--- src/rtl/conv_job_loader.sv ---
// conv_job_loader: loads a framed matrix stream into input SRAM from address 0,
// then starts the convolution engine and follows its dut_run/dut_busy handshake.
module conv_job_loader #(
   parameter int unsigned       ADDR_W       = 12,
   parameter int unsigned       DATA_W       = 16,
   parameter logic [DATA_W-1:0] END_MARK     = 16'h00FF,
   parameter int unsigned       MAX_DIM      = 16,
   parameter int unsigned       BUSY_TIMEOUT = 255
) (
   input  logic              clk,
   input  logic              reset_b,
   input  logic              start,
   input  logic              in_valid,
   input  logic [DATA_W-1:0] in_data,
   output logic              in_ready,
   output logic [ADDR_W-1:0] host_sram_write_address,
   output logic [DATA_W-1:0] host_sram_write_data,
   output logic              host_sram_write_enable,
   output logic              dut_run,
   input  logic              dut_busy,
   output logic [7:0]        job_count,
   output logic              run_done,
   output logic              error
);
   localparam int unsigned DIM_W = $clog2(MAX_DIM + 1);
   localparam int unsigned CNT_W = $clog2(BUSY_TIMEOUT + 1);
   localparam int unsigned JOB_W = 8;

   typedef enum logic [3:0] {
      IDLE, NROWS, NCOLS, DATA, RUN, WAIT_BUSY, WAIT_DONE, DONE, ERR
   } state_t;

   state_t            state, next_state;
   logic [ADDR_W-1:0] ptr, ptr_d;
   logic [DIM_W-1:0]  nrows, nrows_d, row, row_d;
   logic [CNT_W-1:0]  cnt, cnt_d;
   logic [JOB_W-1:0]  job_d;
   logic              wr_d, accept, dim_ok, ptr_full;

   // Next-state, next-register and stream handshake logic
   always_comb begin
      next_state = state;
      ptr_d      = ptr;
      nrows_d    = nrows;
      row_d      = row;
      cnt_d      = cnt;
      job_d      = job_count;
      wr_d       = 1'b0;
      in_ready   = (state == NROWS) || (state == NCOLS) || (state == DATA);
      accept     = in_valid && in_ready;
      dim_ok     = (in_data != '0) && (in_data <= DATA_W'(MAX_DIM));
      ptr_full   = (ptr == {ADDR_W{1'b1}});

      case (state)
         IDLE, DONE, ERR: begin
            if (start) begin
               next_state = NROWS;
               ptr_d      = '0;
               job_d      = '0;
            end
         end
         NROWS: begin
            if (accept) begin
               if (in_data == END_MARK) begin
                  wr_d       = 1'b1;
                  next_state = RUN;
               end else if (!dim_ok) begin
                  next_state = ERR;
               end else begin
                  wr_d       = 1'b1;
                  nrows_d    = DIM_W'(in_data);
                  next_state = NCOLS;
               end
            end
         end
         NCOLS: begin
            if (accept) begin
               if (dim_ok) begin
                  wr_d       = 1'b1;
                  row_d      = '0;
                  next_state = DATA;
               end else begin
                  next_state = ERR;
               end
            end
         end
         DATA: begin
            if (accept) begin
               wr_d = 1'b1;
               if (row == nrows - DIM_W'(1)) begin
                  if (job_count != {JOB_W{1'b1}}) job_d = job_count + JOB_W'(1);
                  next_state = NROWS;
               end else begin
                  row_d = row + DIM_W'(1);
               end
            end
         end
         RUN: begin
            cnt_d      = '0;
            next_state = WAIT_BUSY;
         end
         WAIT_BUSY: begin
            if (dut_busy)                              next_state = WAIT_DONE;
            else if (cnt == CNT_W'(BUSY_TIMEOUT - 1))  next_state = ERR;
            else                                       cnt_d = cnt + CNT_W'(1);
         end
         WAIT_DONE: begin
            if (!dut_busy) next_state = DONE;
         end
         default: next_state = IDLE;
      endcase

      // The last SRAM location is written but the pointer saturates there
      if (wr_d && !ptr_full) ptr_d = ptr + ADDR_W'(1);
      if (wr_d && ptr_full && next_state != RUN) next_state = ERR;
   end

   always_ff @(posedge clk) begin
      if (reset_b) begin
         state                   <= IDLE;
         ptr                     <= '0;
         nrows                   <= '0;
         row                     <= '0;
         cnt                     <= '0;
         job_count               <= '0;
         host_sram_write_enable  <= 1'b0;
         host_sram_write_address <= '0;
         host_sram_write_data    <= '0;
         dut_run                 <= 1'b0;
         run_done                <= 1'b0;
         error                   <= 1'b0;
      end else begin
         state                  <= next_state;
         ptr                    <= ptr_d;
         nrows                  <= nrows_d;
         row                    <= row_d;
         cnt                    <= cnt_d;
         job_count              <= job_d;
         host_sram_write_enable <= wr_d;
         if (wr_d) begin
            host_sram_write_address <= ptr;
            host_sram_write_data    <= in_data;
         end
         dut_run  <= (next_state == RUN);
         run_done <= (next_state == DONE);
         error    <= (next_state == ERR);
      end
   end
endmodule

--- config.mk ---
export PLATFORM = sky130hd
export DESIGN_NAME = conv_job_loader
export DESIGN_NICKNAME = d
export VERILOG_FILES = /design/src/rtl/conv_job_loader.sv
export SDC_FILE = /design/constraint.sdc
export NUM_CORES = 1
export LEC_CHECK = 0
export CAP_MARGIN = 20
export CORE_AREA = 2 2 88 90
export CTS_CLUSTER_SIZE = 14
export DETAILED_ROUTE_END_ITERATION = 7
export DIE_AREA = 0 0 90 92
export GPL_ROUTABILITY_DRIVEN = 0
export HOLD_SLACK_MARGIN = 0.02
export PLACE_DENSITY = 0.82
export SYNTH_ARGS = -nofsm -noshare
export SYNTH_HDL_FRONTEND = slang
export SYNTH_SLANG_ARGS = --single-unit
--- constraint.sdc ---
create_clock -name clk -period 4.7 [get_ports clk]
set_input_delay 0.47 -clock clk [delete_from_list [all_inputs] [get_ports clk]]
set_output_delay 0.47 -clock clk [all_outputs]
set_load 0.01 [all_outputs]
==> impl_metrics.toml, run 1 <==
[die]
die_h_um = 92
core_um2 = 7450
top_level_ports = 62
die_area_um2 = 8280
initial_core_util = 0.478
rows = 32
die_w_um = 90

[synthesis]
synth_commonest_cells = "nand2_1, dfxtp_1, a21oi_1, nor2_1, nand3_1"
async_reset_ff_frac = 0
avgSynthCellArea_um2 = 8.01
post-synth-top-area-fraction = 0.416
synth_area_leaders = "dfxtp_1, nand2_1, a21oi_1"
netlist_area_um2 = 3560
synth_cell_type_count = 57
synth_seq_cells = 74
synth.largest_area_cell = "dfxtp_1"
netlist_instances = 444
syn_nets = 471
yosysMostFrequentCell = "nand2_1"
ys_dominant_reg_cell = "dfxtp_1"
ys_seq_area_frac = 0.416
synth_edf_count = 0
yosysWarnings = 0

[setup_path]
critPathRequiredTime_ns = 4.94
cp-start-kind = "input port"
arrival_ns = 3.08
crit_path_end_kind = "flip-flop"
crit_fanout = 28
crit_type = "in2reg"

[min_path]
hold_class = "reg2reg"

[clocking]
cts_resized = 0
cts_tree = "yes"
clk_latency_ns = 0.35
cts_hold_buf = 0
post-cts-setup-buffers = 0
htreeDepth = 3
cts_buffer_depth = 2
cts.sinks = 74
path_clk_slew_ns = 0.08
clockRootBuffer = "clkbuf_8"
cts_buffers = 9

[finish]
drive_gt1_frac = 0.0556
finalNetCount = 526
antenna_cells = 0
area_growth_pct = 24.1
finalInstanceArea_um2 = 4410

[place]
post_dp_cell_area_um2 = 4230
port_buffers = 61
place_hpwl_um = 5880

[power]
internal_power_uw = 884
power_mw = 1.17
p_sw_uw = 286
p_comb_frac = 0.068
clkPwrFrac = 0.387
cellLeakagePower_nw = 1.46
vdd_drop_max_uv = 125
p_per_area_nw_per_um2 = 265
p_sw_frac = 0.244
p_seq_frac = 0.545

[sta]
rsz0062_at_grt = "no"
max_slew_margin = 0.457
fmax_mhz = 352
final-hold-violation-count = 0
finalCritPeriodShare = 0.605
finalMaxSlewViolations = 0
worst_pin_slew_ns = 0.813
setup_violations = 0
setup_tns_ns = 0
fin_crit_ns = 2.84
skew_ns = 0.00881

[global_route]
grt_antenna_before_repair = 0
track_usage = 0.207
grt_pass1_vias = 3211
grt_max_degree = 49
grt_pass1_wl_um = 14300
grt_overflow = 0

[drt]
drt_iter0_drc = 243
drt_first_pass_iters = 5
vias = 3340
wl_um = 8260
via_per_inst = 5.51
drc = 0
wl_per_cell_um = 13.6
drtAntennaViolNets = 0

[outcome]
status = "completed"

[flow_run]
maxCapViolCount = 0
==> power by group through the flow <==
| stage | clock, mW | combinational (mW) | sequential [mW] |
|---|---|---|---|
| 2_1_floorplan | 0 | 0.0423 | 0.648 |
| 3_3_place_gp | 0 | 0.0769 | 0.652 |
| 3_5_place_dp | 0 | 0.0778 | 0.652 |
| 4_1_cts | 0.462 | 0.0785 | 0.637 |
| 5_1_grt | 0.494 | 0.0868 | 0.638 |
| 6_report | 0.453 | 0.0790 | 0.637 |
==> metal layers <==
metal | wire [um] | part of all wire | global-route usage | up-vias
met4 | 121 | 0.015 | 0.0667 | 0
met3 | 468 | 0.057 | 0.0575 | 10
met1 | 3750 | 0.45 | 0.267 | 1557
met5 | 0 | 0 | 0 | -
met2 | 3910 | 0.47 | 0.336 | 89
li1 | - | - | - | 1684
==> through the flow <==
stage | setup slack [ns] | util | hold slack [ns] | cells
6_report | 1.86 | 0.593 | 0.451 | 606
5_1_grt | 1.56 | 0.593 | 0.467 | 606
4_1_cts | 1.88 | 0.593 | 0.455 | 606
3_5_place_dp | 1.52 | 0.568 | 0.444 | 590
3_3_place_gp | 1.58 | 0.568 | 0.438 | 590
2_1_floorplan | 2.45 | - | 0.470 | 444
==> critical path: stages <==
cell             delay (ns)
clkdlybuf4s50_1        0.48
nor4_2                 0.35
mux2i_1                0.47
a2111o_1               0.27
o21a_1                 0.41
buf_4                  0.37
a211oi_1               0.10
a21o_1                 0.16
==> sequential cells by signal (all words and copies together) (netlist names) <==
signal and flops:
cnt 8, dut_run 1, error 1, host_sram_write_address 12
host_sram_write_data 16, host_sram_write_enable 1, job_count 8, nrows 5
ptr 12, row 5, run_done 1, state 4
==> kinds of logic (layout without fill, tap and decap cells) <==
kind of cell / count (synthesis) / after routing / synth area share
and+or+nand+nor: 193 / 193 / 0.256
AOI/OAI and AO/OA: 115 / 115 / 0.205
DFF: 74 / 74 / 0.416
buffers and inverters: 32 / 92 / 0.0387
xor gates and xnor gates: 16 / 16 / 0.0394
muxes: 8 / 8 / 0.0225
adders and majority gates: 6 / 6 / 0.0211
==> layout make-up <==
class	instances	area [um^2]
Fill cell	696	3030
Multi-Input combinational cell	338	1940
Sequential cell	74	1480
Timing Repair Buffer	65	641
Clock buffer	12	155
Tap cell	102	128
Inverter	11	41.3
Clock inverter	4	26.3
==> cell usage in the layout (no fill, tap or decap), types with 2 or more instances in the layout <==
| cell type | synthesis | final |
|---|---|---|
| nand2_1 | 82 | 82 |
| dfxtp_1 | 74 | 74 |
| clkdlybuf4s50_1 | 0 | 61 |
| a21oi_1 | 45 | 45 |
| nor2_1 | 33 | 33 |
| nand3_1 | 19 | 19 |
| o21ai_0 | 17 | 17 |
| or3_1 | 14 | 14 |
| inv_1 | 11 | 11 |
| clkbuf_8 | 0 | 11 |
| xor2_1 | 10 | 10 |
| mux2i_1 | 8 | 8 |
| a211oi_1 | 8 | 8 |
| nor3_1 | 7 | 7 |
| nand4_1 | 6 | 6 |
| xnor2_1 | 6 | 6 |
| ha_1 | 6 | 6 |
| or2_2 | 5 | 5 |
| and2_1 | 5 | 5 |
| o211ai_1 | 5 | 5 |
| a21o_1 | 5 | 5 |
| nand2b_1 | 4 | 4 |
| a31oi_1 | 4 | 4 |
| buf_4 | 4 | 4 |
| nor4_1 | 3 | 3 |
| nor3b_1 | 3 | 3 |
| and3_1 | 3 | 3 |
| o31ai_1 | 3 | 3 |
| o21a_1 | 2 | 2 |
| a22oi_1 | 2 | 2 |
| nand3b_1 | 2 | 2 |
| a21boi_0 | 2 | 2 |
| nor2b_1 | 2 | 2 |
| a311oi_1 | 2 | 2 |
| o21bai_1 | 2 | 2 |
| o2bb2ai_1 | 2 | 2 |
| clkinv_2 | 0 | 2 |
==> path summary, 6_finish.rpt <==
kind,start,end,slack [ns],cells past startpoint
max,in_data[0],ptr[2],1.86,8
min,host_sram_write_data[0],host_sram_write_data[0],0.45,2
max reg2reg,nrows[0],row[4],2.29,8
min reg2reg,host_sram_write_data[0],host_sram_write_data[0],0.45,2
No activity file was read; power rests on OpenSTA's default activity.
==> inputs of run 2 (changes only) <==
- clock period: 4.7 -> 2.8 ns (I/O delays scaled with it)
==> run 2 against run 1 <==
Effect of this change:
- clock skew up 0.0011 ns
- non-clock buffer count up 7
- routed wire length up 9.5%
- critical path type is now reg2reg
==> impl_metrics.toml, run 2 (synthesized netlist as in run 1, its figures left out) <==
[drt]
drc = 0
via_per_inst = 5.63
met3_length_um = 446
vias = 3451
drt_first_pass_iters = 7
wl_per_cell_um = 14.8
wl_met1_um = 3990
dr.max_layer_used = "met4"
drt_iter0_drc = 260
wl_um = 9040
met2_length_um = 4410
drtAntennaViolNets = 0

[global_route]
grt_max_degree = 48
grt_antenna_before_repair = 0
grt_pass1_wl_um = 15400
grt_pass1_vias = 3315
track_usage = 0.224
grt_overflow = 0

[setup_path]
crit_fanout = 7
cp-start-kind = "flip-flop"
reg2reg_depth = 8
critPathRequiredTime_ns = 3.09
arrival_ns = 2.83
crit_type = "reg2reg"
crit_path_end_kind = "flip-flop"

[power]
vdd_drop_max_uv = 411
p_per_area_nw_per_um2 = 477
cellLeakagePower_nw = 1.51
power_mw = 2.15

[place]
post_dp_cell_area_um2 = 4290
place_hpwl_um = 6380
pre_cts_ws_ns = 0.0584
port_buffers = 61
dpl.cell_count = 597

[sta]
finalMaxSlewViolations = 0
worst_slack_ns = 0.255
fmax_mhz = 393
finalCritPeriodShare = 0.909
rsz0062_at_grt = "no"
worst_pin_slew_ns = 0.907
setup_violations = 0
skew_ns = 0.00988
setup_tns_ns = 0
max_slew_margin = 0.394
fin_crit_ns = 2.55
final-hold-violation-count = 0
hold_ws_ns = 0.454

[die]
die_area_um2 = 8280
die_w_um = 90
initial_core_util = 0.478
core_um2 = 7450
top_level_ports = 62
rows = 32
die_h_um = 92

[finish]
finalNetCount = 533
finalInstanceArea_um2 = 4510
largestRegisters = "host_sram_write_data: 16 flops, host_sram_write_address: 12 flops, ptr: 12 flops"
largest_reg_flops = 16
top_register = "host_sram_write_data"
final_common_cell = "nand2_1"
area_growth_pct = 26.8
final_util = 0.606
finalNonFillerCells = 613
antenna_cells = 0
fillers = 668
mostFrequentLayoutCells = "nand2_1, dfxtp_1, clkdlybuf4s50_1"
drive_gt1_frac = 0.0705

[flow_run]
maxCapViolCount = 0

[min_path]
hold_class = "reg2reg"
min_path_cells = 2

[clocking]
cts_hold_buf = 0
clockRootBuffer = "clkbuf_8"
htreeDepth = 3
cts_buffer_depth = 2
path_clk_slew_ns = 0.09
cts.sinks = 74
clk_latency_ns = 0.36
cts_resized = 0
post-cts-setup-buffers = 0
cts_tree = "yes"
cts_buffers = 9

[outcome]
status = "completed"
[run 2: cell count changes in the layout (fill, tap and decap cells not counted), moves of 2 or more]
cell        previous run  this run
buf_4                  4        11
bufinv_16              0         2
clkbuf_8              11         9
clkinv_2               2         0
clkinvlp_4             1         3
inv_6                  0         2
[run 2: per-layer routing]
layer	vias to the layer above	GRT usage
met4	0	0.0962
met1	1617	0.282
met3	18	0.0419
li1	1701	-
met2	115	0.378
met5	-	0
[run 2: worst paths after layout]
path                                    from  slack, ns                         end
setup / recovery                    nrows[0]       0.25                      row[3]
hold reg to reg   host_sram_write_address[1]       0.45  host_sram_write_address[1]
hold / removal    host_sram_write_address[1]       0.45  host_sram_write_address[1]
setup reg to reg                    nrows[0]       0.25                      row[3]
[run 2: power by group]
part / internal (mW) / switching (mW)
Clock: 0.507 / 0.433
Sequential: 1.06 / 0.00884
Combinational: 0.0620 / 0.0843
Total: 1.63 / 0.526
[run 2: worst max-delay path, stage by stage (launching register included)]
cell,delay (ns)
dfxtp_1,0.41
inv_1,0.07
ha_1,0.24
nand3b_1,0.10
a21boi_0,0.11
o311ai_0,0.65
o211ai_1,0.33
or3_1,0.42
a21oi_1,0.14
[run 2: cell type report]
type / count / area (um^2) / share of cell area
multi-input combinational: 338 / 1940 / 0.431
sequential: 74 / 1480 / 0.329
timing repair buffer: 72 / 693 / 0.154
tap: 102 / 128 / 0.0283
clock buffer: 9 / 124 / 0.0275
clock inverter: 7 / 100 / 0.0222
inverter: 11 / 41.3 / 0.00916
